<file path="src/rtl/mem_arb_pkg.sv">
// Shared types for the unified-memory port arbiter: read-tag owner, tag record, default latency.
// Latency: n/a (types and a pure helper function only).
// Backpressure: n/a.
package mem_arb_pkg;

  localparam int DEFAULT_MEM_LAT = 1;

  typedef enum logic {
    OWN_IF = 1'b0,
    OWN_DM = 1'b1
  } owner_e;

  typedef struct packed {
    logic   valid;
    owner_e owner;
  } tag_t;

  localparam tag_t TAG_NONE = '{valid: 1'b0, owner: OWN_IF};

  // A flush invalidates fetch tags only; data tags pass through untouched.
  function automatic tag_t kill_if(tag_t t, logic flush);
    tag_t r;
    r = t;
    if (flush && (t.owner == OWN_IF)) r.valid = 1'b0;
    return r;
  endfunction

endpackage

</file>
<file path="src/rtl/mem_arb_tag_pipe.sv">
// Read-tag shift register that follows each read through the fixed-latency memory.
// Latency: DEPTH cycles from tag_i to tag_o.
// Backpressure: none; advances every cycle, flush kills all fetch tags including the incoming one.
module mem_arb_tag_pipe
  import mem_arb_pkg::*;
#(
  parameter int DEPTH = DEFAULT_MEM_LAT
) (
  input  logic clk_i,
  input  logic rst_ni,
  input  logic flush_i,
  input  tag_t tag_i,
  output tag_t tag_o
);

  tag_t tag_q [DEPTH];
  tag_t tag_d [DEPTH];

  // Next stage contents: shift by one, applying the fetch kill at every stage.
  always_comb begin
    tag_d[0] = kill_if(tag_i, flush_i);
    for (int i = 1; i < DEPTH; i++) begin
      tag_d[i] = kill_if(tag_q[i-1], flush_i);
    end
  end

  // Tag storage; reset drops everything in flight.
  always_ff @(posedge clk_i or negedge rst_ni) begin
    if (!rst_ni) begin
      for (int i = 0; i < DEPTH; i++) tag_q[i] <= TAG_NONE;
    end else begin
      for (int i = 0; i < DEPTH; i++) tag_q[i] <= tag_d[i];
    end
  end

  assign tag_o = tag_q[DEPTH-1];

endmodule

</file>
<file path="src/rtl/mem_port_arbiter.sv">
// Shares one single-ported memory between fetch and data stages; optional fetch starvation guard (ARB_STARVE_GUARD_EN).
// Latency: grant is combinational (same cycle); read data returns MEM_LAT cycles after grant.
// Backpressure: loser of a contested cycle sees gnt low (fetch also sees if_stall_o); one access per cycle.
module mem_port_arbiter
  import mem_arb_pkg::*;
#(
  parameter int ADDR_W     = 8,
  parameter int DATA_W     = 32,
  parameter int MEM_LAT    = DEFAULT_MEM_LAT,
  parameter int STARVE_MAX = 4
) (
  input  logic              clk_i,
  input  logic              rst_ni,
  input  logic              if_req_i,
  input  logic [ADDR_W-1:0] if_addr_i,
  output logic              if_gnt_o,
  output logic              if_rvalid_o,
  output logic [DATA_W-1:0] if_rdata_o,
  output logic              if_stall_o,
  input  logic              flush_i,
  input  logic              dm_req_i,
  input  logic              dm_we_i,
  input  logic [ADDR_W-1:0] dm_addr_i,
  input  logic [DATA_W-1:0] dm_wdata_i,
  output logic              dm_gnt_o,
  output logic              dm_rvalid_o,
  output logic [DATA_W-1:0] dm_rdata_o,
  output logic              mem_en_o,
  output logic              mem_we_o,
  output logic [ADDR_W-1:0] mem_addr_o,
  output logic [DATA_W-1:0] mem_wdata_o,
  input  logic [DATA_W-1:0] mem_rdata_i
);

  logic force_if;
  logic if_gnt;
  logic dm_gnt;
  tag_t new_tag;
  tag_t ret_tag;

  // Data side wins contention unless fetch has been denied long enough.
  assign if_gnt = if_req_i & (~dm_req_i | force_if);
  assign dm_gnt = dm_req_i & ~if_gnt;

`ifdef ARB_STARVE_GUARD_EN
  localparam int CNT_W = (STARVE_MAX < 2) ? 1 : $clog2(STARVE_MAX + 1);
  localparam logic [CNT_W-1:0] CNT_MAX = CNT_W'(STARVE_MAX);

  logic [CNT_W-1:0] starve_q;
  logic [CNT_W-1:0] starve_d;

  assign force_if = (starve_q == CNT_MAX);

  // Count consecutive fetch denials; any fetch grant or idle fetch cycle clears it.
  always_comb begin
    starve_d = '0;
    if (if_req_i && !if_gnt) begin
      starve_d = (starve_q == CNT_MAX) ? CNT_MAX : starve_q + 1'b1;
    end
  end

  // Starvation counter register.
  always_ff @(posedge clk_i or negedge rst_ni) begin
    if (!rst_ni) starve_q <= '0;
    else         starve_q <= starve_d;
  end
`else
  logic unused_starve_cfg;
  assign unused_starve_cfg = ^STARVE_MAX;
  assign force_if = 1'b0;
`endif

  // Memory port driven from whichever requester holds the grant.
  assign mem_en_o    = if_gnt | dm_gnt;
  assign mem_we_o    = dm_gnt & dm_we_i;
  assign mem_addr_o  = if_gnt ? if_addr_i : dm_addr_i;
  assign mem_wdata_o = dm_gnt ? dm_wdata_i : '0;

  assign if_gnt_o   = if_gnt;
  assign dm_gnt_o   = dm_gnt;
  assign if_stall_o = if_req_i & ~if_gnt;

  // Tag for the access issued this cycle; stores never return data.
  always_comb begin
    new_tag = TAG_NONE;
    if (if_gnt) begin
      new_tag = '{valid: 1'b1, owner: OWN_IF};
    end else if (dm_gnt && !dm_we_i) begin
      new_tag = '{valid: 1'b1, owner: OWN_DM};
    end
  end

  mem_arb_tag_pipe #(
    .DEPTH (MEM_LAT)
  ) u_tag_pipe (
    .clk_i   (clk_i),
    .rst_ni  (rst_ni),
    .flush_i (flush_i),
    .tag_i   (new_tag),
    .tag_o   (ret_tag)
  );

  // A fetch return landing in a flush cycle is already stale.
  assign if_rvalid_o = ret_tag.valid & (ret_tag.owner == OWN_IF) & ~flush_i;
  assign dm_rvalid_o = ret_tag.valid & (ret_tag.owner == OWN_DM);
  assign if_rdata_o  = mem_rdata_i;
  assign dm_rdata_o  = mem_rdata_i;

endmodule

</file>
<file path="config.mk">
export PLATFORM = sky130hd
export DESIGN_NAME = mem_port_arbiter
export DESIGN_NICKNAME = d
export VERILOG_FILES = /design/src/rtl/mem_arb_pkg.sv /design/src/rtl/mem_arb_tag_pipe.sv /design/src/rtl/mem_port_arbiter.sv
export SDC_FILE = /design/constraint.sdc
export NUM_CORES = 1
export LEC_CHECK = 0
export CORE_ASPECT_RATIO = 0.5
export CORE_MARGIN = 5
export CORE_UTILIZATION = 19
export CTS_CLUSTER_DIAMETER = 30
export CTS_CLUSTER_SIZE = 40
export DETAILED_ROUTE_END_ITERATION = 10
export PLACE_DENSITY_LB_ADDON = 0.25
export SLEW_MARGIN = 5
export SYNTH_ARGS = -nofsm -noshare
export SYNTH_HDL_FRONTEND = slang
export SYNTH_SLANG_ARGS = --single-unit
</file>
<file path="constraint.sdc">
create_clock -name clk_i -period 1.05 [get_ports clk_i]
set_clock_uncertainty 0.05 [all_clocks]
set_input_delay 0.1575 -clock clk_i [delete_from_list [all_inputs] [get_ports clk_i]]
set_output_delay 0.1575 -clock clk_i [all_outputs]
set_load 0.02 [all_outputs]
</file>
# After elaboration in Yosys (flattened, before gate mapping)
# Index checks and enable logic that the tools add are counted.
# Widths: inputs -> output; s select.
[totals]
register_bits = 2
inputBits = 86
[op_classes]
mux = 5
n_bitwise = 13
reduce_logical = 3
[ops]
columns = ["op", "count"]
rows = [
  ["$mux 32", 1],
  ["$mux 8", 1],
  ["$and 1x1->1", 7],
  ["$not 1->1", 5],
  ["$mux 2", 2],
  ["$logic_and 1x1->1", 2],
  ["$logic_not 1->1", 1],
  ["$mux 1", 1],
  ["$or 1x1->1", 1],
]

# Depth between registers and ports, before layout
[depth]
ltp_word = 10
mapped_depth = 3
ltp_nobuf = 2

# Hierarchy
# A second synthesis with hierarchy kept.
[hier_totals]
cells_unflattened = 123
area_unflattened_um2 = 954.7
[by_module_without_submodules]
columns = ["mod", "instances", "cells_per_inst", "area_per_inst_um2", "seq_area_each_um2"]
rows = [
  ["mem_port_arbiter", 1, 119, 893.4, 0.0],
  ["mem_arb_tag_pipe", 1, 4, 61.3, 50.0],
]

# Least setup slack after synthesis
# Ideal clock, no wire load.
[synth_path]
path_type = "register to output"
start = "reg, netlist name u_tag_pipe.tag_o[0]"
end = "out if_rvalid_o"
arrival_time_ns = 0.876
setup_slack_ns = -0.034
stages_incl_launch_ff = 2
n_path_buf = 0
path_cell_list = "dfrtp_1 > nor3b_1"
[synth_via]
elab_chain_cells = 3
[synth_lines]
columns = ["element", "line", "rtl"]
rows = [
  ["$not 1->1", "mem_port_arbiter.sv:104", "assign if_rvalid_o = ret_tag.valid & (ret_tag.owner == OWN_IF) & ~flush_i;"],
  ["$and 1x1->1 (2 in series)", "mem_port_arbiter.sv:104", ""],
  ["to (decl)", "mem_port_arbiter.sv:17", "output logic if_rvalid_o,"],
]
# No other way between the ends.

# Final worst setup path
[layout_path]
start = "in dm_req_i"
end = "out mem_addr_o[1]"
[layout_via]
elab_chain_cells = 3
[layout_lines]
columns = ["element", "line", "rtl"]
rows = [
  ["from (decl)", "mem_port_arbiter.sv:21", "input logic dm_req_i,"],
  ["$not 1->1", "mem_port_arbiter.sv:42", "assign if_gnt = if_req_i & (~dm_req_i | force_if);"],
  ["$and 1x1->1", "mem_port_arbiter.sv:42", ""],
  ["$mux 8", "mem_port_arbiter.sv:76", "assign mem_addr_o = if_gnt ? if_addr_i : dm_addr_i;"],
  ["to (decl)", "mem_port_arbiter.sv:30", "output logic [ADDR_W-1:0] mem_addr_o,"],
]
# No other way between the ends.

==> results.md <==
- H-tree levels: 1
- Buffer depth of the longest clock path: 2
- Count of vias placed by the detailed router: 766
- DRC violation count after routing: 0
- Data arrival, critical path: 0.99 ns
- Number of cells produced by synthesis: 121
- Run status: finished with violations
- Crit-path max cell delay: 0.30 ns
- Max FFs per register: 2
- Total CTS buffers: 3
- Register bit total from synthesis: 2
- Final weighted congestion in routability-driven placement: 0.698
- Worst-case vdd ir drop: 231 µV
- Post-CTS setup-driven buffer insertion count: 0
- Width of the die: 109 µm
- Total global routing overflow: 0
- CP Cell Sequence: buf_6 -> nand2b_4 -> buf_12 -> mux2_4 -> buf_6
- Endpoint required time on the critical path: 0.84 ns
- Filler cell count in the final layout: 519
- Post-CTS clock slew at the launch and capture registers of the worst setup and hold paths: 0.03 ns
- Class of the most critical hold timing path: in2async
- Initial drt markers: 20
- Number of global-route vias before repair: 774
- Area of all placed cells without fillers: 1680 µm²
- Largest driver fanout on the critical path: 5
- Warnings from Yosys: 0
- Maximum number of pins on one net before global-route repair: 38
- Category of the most critical setup path: in2out
- Number of max-slew violations in the final report: 0
- Initial cell density of the core: 19.4%
- Number of ports placed on the die boundary: 197
- Unrepaired setup endpoints after global routing: yes
- Number of antenna violations at the first check in global routing: 0
- Most common cell after layout, fill and taps aside: sky130_fd_sc_hd__buf_6
- Share of final-layout standard cells stronger than drive strength 1: 52.5%
- Cell area after technology mapping: 938 µm²
- Final total power: 1.09 mW
- Violated checks: setup timing
- Power density of the placed cells: 649 nW/µm²
- First-pass GRT wire length: 4.02 mm
- CP Capture Type: output pin
- Clock root buffer: sky130_fd_sc_hd__clkbuf_8
- Portion of the post-synthesis area used by sequential elements: 5.33%
- Worst-path cell with the longest stage delay: sky130_fd_sc_hd__mux2_4
- Commonest cells after routing, fill and taps aside: sky130_fd_sc_hd__buf_6, sky130_fd_sc_hd__dlygate4sd2_1, sky130_fd_sc_hd__and2_1, sky130_fd_sc_hd__clkdlybuf4s50_1, sky130_fd_sc_hd__and2_4
- Worst setup margin: -0.145 ns
- Synth-to-Final Area Change: 78.8%
- Std-Cell Core Area: 4840 µm²
- CTS tree: done
- Final core utilization: 34.7%
- # clock sinks: 2
- Most Frequent Cell on Critical Path: sky130_fd_sc_hd__buf_6
- Achievable Freq: 0.837 GHz
- Syn_area_per_cell: 7.76 µm²
- Kind of start point of the critical path: input port
- Total wire length: 2.92 mm
- Port Buf Inserts: 100
- Worst hold-check slack: 0.0637 ns
- Final period util: 114%
- Die footprint: 6530 µm²
- Total iterations of the first detailed-routing run: 2
- Number of placement rows: 18
- Antenna diode count: 0
- Min Tclk post-route: 1.19 ns
- Number of hold violations in the final report: 0
- Library cells used by synthesis: 13
- Slew at the pin closest to its max-slew limit: 0.211 ns
- Sum of net half-perimeters after detailed placement: 2.40 mm
- Total setup violations reported at the end of the flow: 12
- Max-cap check violation count: 0
- Net count reported at finish: 248
- Area post-placement: 1570 µm²
- Vias per std cell: 3.33
- Total nets after synthesis: 207
- Y dimension of the die: 59.7 µm
- Leakage dissipation: 0.843 nW
- Routed len/inst: 12.7 µm
- Post-route antenna net violation count: 0
- Overall routing resource usage: 8.17%
- Relative slew slack: 85.9%
==> layer usage <==
metal  global-route usage [%]  share of wire (%)
met5                        0                  0
met4                     7.10                3.3
met3                     2.59                 10
met2                     14.9                 55
met1                     7.55                 31
==> worst max-delay path, delay by kind of cell <==
family | cells | cell delay [ns]
buffers and inverters | 3 | 0.36
muxes | 1 | 0.30
and+or+nand+nor | 1 | 0.16
==> final timing paths <==
| path | slack [ns] | start | to |
|---|---|---|---|
| setup / recovery | -0.14 | dm_req_i | mem_addr_o[1] |
| max in group asynchronous | 0.77 | rst_ni | u_tag_pipe.tag_o[1] |
| min in group clk_i | 0.27 | mem_rdata_i[16] | dm_rdata_o[16] |
| hold / removal | 0.06 | rst_ni | u_tag_pipe.tag_o[0] |
==> repair_timing <==
action	in CTS	in global routing
hold buffers	0	0
gates cloned	1	0
gates resized for setup	330	2
setup endpoints to repair	48	13
==> per-stage QoR <==
step | instances | worst slack, ns | setup TNS (ns)
after CTS | 230 | -0.149 | -1.31
after detailed placement | 226 | -0.951 | -40.35
after global placement | 226 | -0.940 | -39.33
final | 230 | -0.145 | -1.23
after global routing | 230 | -0.165 | -1.54
after floorplan | 121 | 0.0751 | 0
==> kinds of logic (layout without fill, tap and decap cells) <==
| group | after synthesis | after routing | share of synthesized area, % |
|---|---|---|---|
| compound gates | 1 | 1 | 0.800 |
| simple gates | 39 | 39 | 26.1 |
| flops | 2 | 2 | 5.33 |
| buf+inv | 71 | 110 | 54.9 |
| mux | 8 | 8 | 12.8 |
==> Yosys cell counts <==
master / n / area, µm²
sky130_fd_sc_hd__buf_6: 1 / 11.3
sky130_fd_sc_hd__nor3b_1: 1 / 7.51
sky130_fd_sc_hd__nand2b_1: 1 / 6.26
sky130_fd_sc_hd__nor2b_1: 1 / 6.26
sky130_fd_sc_hd__inv_1: 1 / 3.75
sky130_fd_sc_hd__mux2_4: 8 / 120
sky130_fd_sc_hd__o21bai_1: 1 / 7.51
sky130_fd_sc_hd__dfrtp_1: 2 / 50.1
sky130_fd_sc_hd__buf_4: 64 / 480
sky130_fd_sc_hd__clkbuf_1: 4 / 15.0
sky130_fd_sc_hd__or2_2: 1 / 6.26
sky130_fd_sc_hd__and2_1: 35 / 219
sky130_fd_sc_hd__buf_2: 1 / 5.00
==> where the power goes <==
group          switching [mW]  internal, mW
clock                  0.0598         0.242
combinational           0.275         0.428
sequential            0.00247        0.0826
total                   0.337         0.752
==> final cells by class <==
| cell class | instances | area [µm²] | share of cell area (%) |
|---|---|---|---|
| Timing Repair Buffer | 106 | 1070 | 63.9 |
| Multi-Input combinational cell | 48 | 423 | 25.2 |
| Tap cell | 70 | 87.6 | 5.22 |
| Sequential cell | 2 | 50.0 | 2.98 |
| Clock buffer | 3 | 41.3 | 2.46 |
| Inverter | 1 | 3.75 | 0.224 |
No activity file was read; power rests on OpenSTA's default activity.
